===== src/rtl/decoder38_scan_ctrl.sv =====
// ---------------------------------------------------------------------------
// decoder38_scan_ctrl
//   Drives the enable pins and select address of an external 3-to-8 decoder
//   ('138 style) so that the channels enabled in a mask are selected in turn.
//   Each channel is held for a programmable number of cycles (dwell).
//
//   Optional feature: define SCAN_BLANK_EN to insert one decoder-disabled
//   BLANK cycle between consecutive channels. Without it, the decoder stays
//   enabled and A changes on the cycle right after ch_done.
//
// Parameters
//   DWELL_W : width of the dwell count
//   CONT    : 1 = continuous scanning, 0 = one frame per start
//
// Ports
//   clk        in   clock, rising edge
//   rst        in   asynchronous active-high reset
//   start      in   scan request, sampled in IDLE
//   stop       in   stop request, honoured at end of the current channel
//   mask[7:0]  in   channel enable mask (bit n = channel n scanned)
//   dwell      in   cycles per channel (0 behaves as 1)
//   S1         out  decoder enable, active high
//   S2, S3     out  decoder enables, active low
//   A[2:0]     out  decoder select address
//   busy       out  high whenever not IDLE
//   ch_done    out  pulse on the last dwell cycle of each channel
//   frame_done out  pulse with ch_done of the highest enabled channel
// ---------------------------------------------------------------------------
module decoder38_scan_ctrl #(
  parameter int DWELL_W = 8,
  parameter int CONT    = 1
) (
  input  logic               clk,
  input  logic               rst,
  input  logic               start,
  input  logic               stop,
  input  logic [7:0]         mask,
  input  logic [DWELL_W-1:0] dwell,
  output logic               S1,
  output logic               S2,
  output logic               S3,
  output logic [2:0]         A,
  output logic               busy,
  output logic               ch_done,
  output logic               frame_done
);

`ifdef SCAN_BLANK_EN
  typedef enum logic [1:0] {IDLE, DWELL, BLANK} state_t;
`else
  typedef enum logic [1:0] {IDLE, DWELL} state_t;
`endif

  state_t             state, state_n;
  logic [2:0]         a_q, a_n;
  logic [DWELL_W-1:0] cnt, cnt_n;
  logic [7:0]         mask_l, mask_l_n;
  logic [DWELL_W-1:0] dwell_l, dwell_l_n;
  logic               stop_pend, stop_pend_n;
  logic [2:0]         nxt;
`ifdef SCAN_BLANK_EN
  logic [2:0]         a_nxt, a_nxt_n;
`endif

  logic stop_eff, last, frame_end, in_dwell;

  function automatic logic [2:0] lowest_ch(input logic [7:0] m);
    lowest_ch = 3'd0;
    for (int i = 7; i >= 0; i--)
      if (m[i]) lowest_ch = 3'(i);
  endfunction

  function automatic logic [2:0] highest_ch(input logic [7:0] m);
    highest_ch = 3'd0;
    for (int i = 0; i < 8; i++)
      if (m[i]) highest_ch = 3'(i);
  endfunction

  // Priority search upward from the current channel; the 3-bit add wraps
  // 7->0, and k=8 lands back on the current channel (single-channel mask).
  function automatic logic [2:0] next_ch(input logic [2:0] a, input logic [7:0] m);
    logic [2:0] idx;
    logic       found;
    next_ch = a;
    found   = 1'b0;
    for (int k = 1; k <= 8; k++) begin
      idx = a + 3'(k);
      if (!found && m[idx]) begin
        next_ch = idx;
        found   = 1'b1;
      end
    end
  endfunction

  function automatic logic [DWELL_W-1:0] load_cnt(input logic [DWELL_W-1:0] d);
    load_cnt = (d == '0) ? DWELL_W'(1) : d;
  endfunction

  assign in_dwell  = (state == DWELL);
  assign stop_eff  = stop_pend | stop;
  assign last      = (cnt == DWELL_W'(1));
  assign frame_end = (a_q == highest_ch(mask_l));

  always_comb begin
    state_n     = state;
    a_n         = a_q;
    cnt_n       = cnt;
    mask_l_n    = mask_l;
    dwell_l_n   = dwell_l;
    stop_pend_n = stop_pend;
    nxt         = a_q;
`ifdef SCAN_BLANK_EN
    a_nxt_n     = a_nxt;
`endif
    case (state)
      IDLE: begin
        a_n         = 3'd0;
        stop_pend_n = 1'b0;
        if (start && !stop && (mask != 8'd0)) begin
          mask_l_n  = mask;
          dwell_l_n = dwell;
          a_n       = lowest_ch(mask);
          cnt_n     = load_cnt(dwell);
          state_n   = DWELL;
        end
      end
      DWELL: begin
        stop_pend_n = stop_eff;
        if (!last) begin
          cnt_n = cnt - DWELL_W'(1);
        end else if (stop_eff) begin
          state_n     = IDLE;
          a_n         = 3'd0;
          stop_pend_n = 1'b0;
        end else begin
          if (frame_end) begin
            // Frame boundary: new mask/dwell take effect only here.
            mask_l_n  = mask;
            dwell_l_n = dwell;
            nxt       = lowest_ch(mask);
            cnt_n     = load_cnt(dwell);
          end else begin
            nxt   = next_ch(a_q, mask_l);
            cnt_n = load_cnt(dwell_l);
          end
          if (frame_end && ((CONT == 0) || (mask == 8'd0))) begin
            state_n = IDLE;
            a_n     = 3'd0;
          end else begin
`ifdef SCAN_BLANK_EN
            // A keeps the finished channel through the blank cycle.
            state_n = BLANK;
            a_nxt_n = nxt;
`else
            a_n     = nxt;
`endif
          end
        end
      end
`ifdef SCAN_BLANK_EN
      BLANK: begin
        a_n     = a_nxt;
        state_n = DWELL;
      end
`endif
      default: begin
        state_n = IDLE;
        a_n     = 3'd0;
      end
    endcase
  end

  always_ff @(posedge clk or posedge rst) begin
    if (rst) begin
      state     <= IDLE;
      a_q       <= 3'd0;
      cnt       <= '0;
      mask_l    <= 8'd0;
      dwell_l   <= '0;
      stop_pend <= 1'b0;
`ifdef SCAN_BLANK_EN
      a_nxt     <= 3'd0;
`endif
    end else begin
      state     <= state_n;
      a_q       <= a_n;
      cnt       <= cnt_n;
      mask_l    <= mask_l_n;
      dwell_l   <= dwell_l_n;
      stop_pend <= stop_pend_n;
`ifdef SCAN_BLANK_EN
      a_nxt     <= a_nxt_n;
`endif
    end
  end

  assign S1         = in_dwell;
  assign S2         = ~in_dwell;
  assign S3         = ~in_dwell;
  assign A          = a_q;
  assign busy       = (state != IDLE);
  assign ch_done    = in_dwell && last;
  assign frame_done = in_dwell && last && frame_end;

endmodule

===== config.mk =====
export PLATFORM = sky130hd
export DESIGN_NAME = decoder38_scan_ctrl
export DESIGN_NICKNAME = d
export VERILOG_FILES = /design/src/rtl/decoder38_scan_ctrl.sv
export SDC_FILE = /design/constraint.sdc
export NUM_CORES = 1
export LEC_CHECK = 0
export CAP_MARGIN = 20
export CORE_MARGIN = 2
export CORE_UTILIZATION = 31
export CTS_BUF_LIST = sky130_fd_sc_hd__clkbuf_16
export DETAILED_ROUTE_END_ITERATION = 10
export PLACE_DENSITY = 0.53
export SLEW_MARGIN = 25
export SYNTH_ARGS = -nofsm -noshare
export SYNTH_HDL_FRONTEND = slang
export SYNTH_SLANG_ARGS = --single-unit

===== constraint.sdc =====
create_clock -name clk -period 3.19 [get_ports clk]
set_input_delay 0.4785 -clock clk [delete_from_list [all_inputs] [get_ports clk]]
set_output_delay 0.4785 -clock clk [all_outputs]
set_load 0.005 [all_outputs]

**Word level (Yosys, flattened, before mapping)**

Cells that the tools add are included.
Widths: inputs -> output; s select.

- Flip-flop bits (word level): 30
- Latch bits: 0
- RAM bits: 0
- Memory bits (read-only): 0
- Input port bits: 20
- Output and inout port bits: 9
- Logic and storage cells: 170
- Memories: 0

- Add/subtract/negate cells: 8
- Multiply operators: 0
- Divide/modulo/power cells: 0
- Order comparisons: 8
- Equal/unequal tests: 11
- Shift-type cells: 0
- Muxes and demuxes: 104
- Bitwise logic cells: 2
- Reductions and logical operators: 31

Operators by type and width:

| kind | count |
|---|---|
| $mux 8 | 14 |
| $mux 3 | 25 |
| $pmux 8 s2 | 3 |
| $mux 1 | 45 |
| $lt 3x4->1 const B | 8 |
| $bmux 1 s3 | 8 |
| $logic_not 8->1 | 3 |
| $add 3x3->3 const B | 4 |
| $logic_and 1x1->1 | 12 |
| $mux 2 | 6 |
| $ne 11x3->1 const B | 1 |
| $reduce_and 3->1 | 3 |
| $eq 8x1->1 const B | 1 |
| $logic_not 1->1 | 8 |
| $ne 2x2->1 const B | 4 |
| $reduce_bool 8->1 | 1 |
| $sub 8x1->8 const B | 1 |
| $add 3x2->3 const B | 2 |
| $pmux 3 s2 | 1 |
| $ne 5x4->1 const B | 1 |
| $reduce_and 5->1 | 1 |
| $pmux 2 s2 | 1 |
| $reduce_bool 2->1 | 2 |
| $add 3x1->3 const B | 1 |
| 8 further kinds | 8 |

**Depth between registers and ports, before layout**

- Depth after elaboration: 62
- Gate-level depth with buffers: 13
- Gate-level depth less buffers: 9

**Worst setup path before layout**

OpenSTA, ideal clock, no wires.

- Path type: register -> register
- Start point: reg a_q[1] (netlist: A[1])
- End point: reg a_q[0] (netlist: A[0])
- Setup time: 125 ps
- Arrival: 2,939 ps
- Data required time: 3,065 ps
- Slack: 126 ps
- Cell stages (with the launch flop): 12
- Buffers on the path: 3
- Period minus slack after synthesis: 3,064 ps
- Cells stage by stage: dfrtp_1 buf_6 buf_2 inv_1 ha_1 buf_6 mux4_2 nor4_4 nand3_1 o41a_1 o31a_1 mux2_4

- Cells in the longest elaborated chain, start to end: 54
- Elaborated cells between the ends (all ways): 89
- Those cells by class: add/sub (7); eq/ne (3); mux (63); reduce/logical (16)

Ends and longest elaborated chain:

| element | line | text |
|---|---|---|
| start: declaration | 55 | `logic [2:0] a_q, a_n;` |
| start signal: assignment | 186 | `a_q <= a_n;` |
| $add 3x1->3 | 87 | `idx = a + 3'(k);` |
| $bmux 1 s3 | 88 | `if (!found && m[idx]) begin` |
| $mux 1 (implied by the code) | 88 |  |
| $mux 1 | 88 |  |
| $mux 1 | 136 | `if (frame_end) begin` |
| $mux 1 | 131 | `end else if (stop_eff) begin` |
| $mux 1 | 129 | `if (!last) begin` |
| $mux 1 | 115 | `case (state)` |
| [... 38 more ...] | - |  |
| $mux 1 | 136 |  |
| $mux 1 | 131 |  |
| $mux 1 | 129 |  |
| $mux 1 | 115 |  |
| $logic_not 1->1 | 88 |  |
| $logic_and 1x1->1 | 88 |  |
| $ne 5x4->1 (no line) | - |  |
| $reduce_and 3->1 (no line) | - |  |

Parallel ways exist; a longest one is shown, timed or not. The select of a mux whose other input is x is not followed.
A chain may end at the register's enable or synchronous reset.

**Final worst setup path**

- Start point: reg mask_l[3]
- End point: out frame_done

- Cells in the longest elaborated chain, start to end: 7

Ends and longest elaborated chain:

| element | line | text |
|---|---|---|
| start: declaration | 57 | `logic [7:0] mask_l, mask_l_n;` |
| start signal: assignment | 188 | `mask_l <= mask_l_n;` |
| $mux 2 | 76 | `if (m[i]) highest_ch = 3'(i);` |
| $mux 3 (4 in a row) | 76 |  |
| $eq 3x3->1 | 102 | `assign frame_end = (a_q == highest_ch(mask_l));` |
| $logic_and 1x1->1 | 203 | `assign frame_done = in_dwell && last && frame_end;` |
| end: declaration | 45 | `output logic frame_done` |

Every way passes these cells.

==> results.json <==
{
  "wirelength_microns": 7860,
  "die_y_microns": 98.4,
  "clk_latency_ns": 0.28,
  "hold_class": "register to register",
  "n_fill_cell": 895,
  "fmax_mhz": 330,
  "leakagePower_nw": 1.34,
  "drv_slew": 0,
  "vias": 2498,
  "ys.flop_type": "dfrtp_1",
  "overflow": 0,
  "place_congestion": 0.860,
  "routedWlPerCell_microns": 17.8,
  "critPathLaunchType": "register",
  "worstPathMaxFanout": 11,
  "p_total_mw": 3.96,
  "post-cts-setup-buffers": 0,
  "fin_skew_ns": 0.00528,
  "nets": 356,
  "die_x_microns": 98.4,
  "drc": 0,
  "setup_violations": 0,
  "pin_count": 29,
  "pwr_density_cell_mw_per_mm2": 1190,
  "post_cts_resized": 0,
  "grt_pass1_vias": 2452,
  "required_ns": 2.71,
  "max-slew-margin-rel": 0.626,
  "synth_area_per_cell_sq_um": 9.19,
  "syn_nets": 325,
  "arrival_ns": 2.55,
  "antennaDiodeCount": 0,
  "htreeDepth": 2,
  "async_flop_share": 1.00,
  "start_util": 0.319,
  "critPathMaxStageDelay_ns": 0.55,
  "peakVddDrop_mv": 0.418,
  "dp_hpwl_microns": 5870,
  "clockRootBuffer": "clkbuf_16",
  "synth_top_area_share": 0.262,
  "run_status": "complete, no violations",
  "grt_start_max_net_pins": 30,
  "max-clock-path-buffers": 2,
  "cts_tree": "yes",
  "finalCritPeriodShare": 0.949,
  "hold_buffers": 0,
  "hold_viol_final": 0,
  "first_pass_iters": 5,
  "tightest_slew_ns": 0.555,
  "synth_area_leader_cell": "dfrtp_1",
  "first_iter_violations": 323,
  "tns_ns": 0,
  "synth_cell_types": 66,
  "synth_edf_count": 0,
  "ys_ff_latch": 29,
  "rows": 34,
  "cp_cell_sequence": "inv_1 > a2111o_1 > o211ai_2 > nand2_2 > nor2_1 > clkdlybuf4s50_1",
  "post-route-min-period_ns": 3.03,
  "end_kind": "primary output",
  "yosysWarnings": 0,
  "detail-route-antenna-nets": 0,
  "worst-setup-path-type": "register to primary output",
  "drive_gt1_frac": 0.198,
  "drv_cap": 0,
  "avgViaCountPerCell": 5.66,
  "ys_seq_area_frac": 0.262,
  "grt_use_total": 0.170,
  "syn-instance-count": 301,
  "syn_to_final_growth_pct": 20.6,
  "clock-sinks": 29,
  "design.core.area_sq_mm": 0.00868,
  "final_util": 0.384,
  "cts_buffers": 5,
  "die-area_sq_mm": 0.00969,
  "port_buffers": 28,
  "synthTopCellsByArea": "dfrtp_1 (26%), mux2_2 (7.7%), mux4_2 (6.5%), mux2i_1 (5.4%), a21oi_1 (3.4%)",
  "slowest_stage": "dfrtp_1",
  "rsz0062_at_grt": "no",
  "synth_area_sq_mm": 0.00277,
  "clk_pin_slew_ns": 0.05,
  "grt_pass1_wl_microns": 13200,
  "antenna_found_initial": 0
}
## cells in the final DEF (no fill, tap or decap), types with 3 or more instances in the layout
cell type | synthesis | layout
o2111ai_1 | 3 | 3
nand3_1 | 9 | 9
mux2i_1 | 15 | 15
o22ai_1 | 5 | 5
nor4_1 | 5 | 5
nor3_1 | 7 | 7
nor2_1 | 23 | 23
a211oi_1 | 5 | 5
mux4_2 | 8 | 8
buf_4 | 5 | 16
xnor2_1 | 3 | 3
a2bb2oi_1 | 3 | 3
nand2_1 | 25 | 25
or3_1 | 3 | 3
clkdlybuf4s50_1 | 0 | 28
or4_1 | 3 | 3
dfrtp_1 | 29 | 29
a31oi_1 | 3 | 3
o21ai_0 | 14 | 14
inv_1 | 16 | 16
a21oi_1 | 19 | 19
o21bai_1 | 3 | 3
ha_1 | 4 | 4
o31ai_1 | 3 | 3
mux2_2 | 19 | 19
clkbuf_16 | 0 | 5
a2111oi_0 | 3 | 3
nor2b_1 | 6 | 6
## per-layer routing
| layer | track usage | part of all wire | vias to the layer above | wire (microns) |
|---|---|---|---|---|
| met3 | 0.0369 | 0.050 | 16 | 394 |
| li1 | - | - | 1206 | - |
| met1 | 0.259 | 0.50 | 1211 | 3940 |
| met4 | 0.0495 | 0.022 | 0 | 172 |
| met2 | 0.241 | 0.43 | 65 | 3360 |
| met5 | 0 | 0 | - | 0 |
## cells by family (layout without fill, tap and decap cells)
kind of cell	Yosys count	in the layout	synth area share
buf+inv	37	69	0.0710
flops	29	29	0.262
fa+ha+maj	4	4	0.0181
xor+xnor	6	6	0.0217
simple gates	92	92	0.170
compound gates	85	85	0.222
mux	48	48	0.235
## sequential cells by signal, summed over array words and instances, names as in the netlist
register and cells:
mask_l 8, A 3, stop_pend 1, dwell_l 8
cnt 8, state 1
## Yosys cell counts, types with 7 or more instances
library cell and instances:
a21oi_1 19, nand3_1 9, inv_1 16, mux4_2 8
buf_2 7, dfrtp_1 29, mux2_2 19, o21ai_0 14
nand2_1 25, nor3_1 7, mux2i_1 15, nor2_1 23
## per-stage QoR
stage                     worst slack (ns)  cells  hold WS [ns]  instance area, sq um
after CTS                            0.166    441         0.512                  3330
after detailed placement             0.192    433         0.500                  3170
after global placement               0.267    433         0.490                  3170
after floorplan                      0.126    301         0.465                  2770
final                                0.161    441         0.505                  3330
after global routing               0.00238    441         0.539                  3330
## worst max-delay path, delay by kind of cell (launching register included)
family	cells	cell delay, ns
AOI/OAI and AO/OA	2	0.58
DFF	1	0.55
and+or+nand+nor	2	0.47
buffers and inverters	2	0.66
## cell type report
| type | count | area (sq um) | share of cell area |
|---|---|---|---|
| Clock buffer | 5 | 125 | 0.0375 |
| Timing Repair Buffer | 44 | 400 | 0.120 |
| Tap cell | 108 | 135 | 0.0405 |
| Clock inverter | 3 | 41.3 | 0.0124 |
| Inverter | 17 | 63.8 | 0.0191 |
| Sequential cell | 29 | 726 | 0.218 |
| Multi-Input combinational cell | 235 | 1840 | 0.553 |
## worst paths after layout
check	slack (ns)	to	from	cells past startpoint
max	0.16	frame_done	mask_l[3]	6
max reg2reg	0.26	A[0]	A[1]	10
min reg2reg	0.50	dwell_l[0]	dwell_l[0]	1
min in group asynchronous	0.57	dwell_l[1]	rst	3
min	0.50	dwell_l[0]	dwell_l[0]	1
max in group asynchronous	2.33	cnt[7]	rst	3
## where the power goes
group          internal (mW)  switching, mW
logic                   1.19           1.40
clock network          0.365          0.168
registers              0.542          0.289
(Power assumes the default switching activity.)
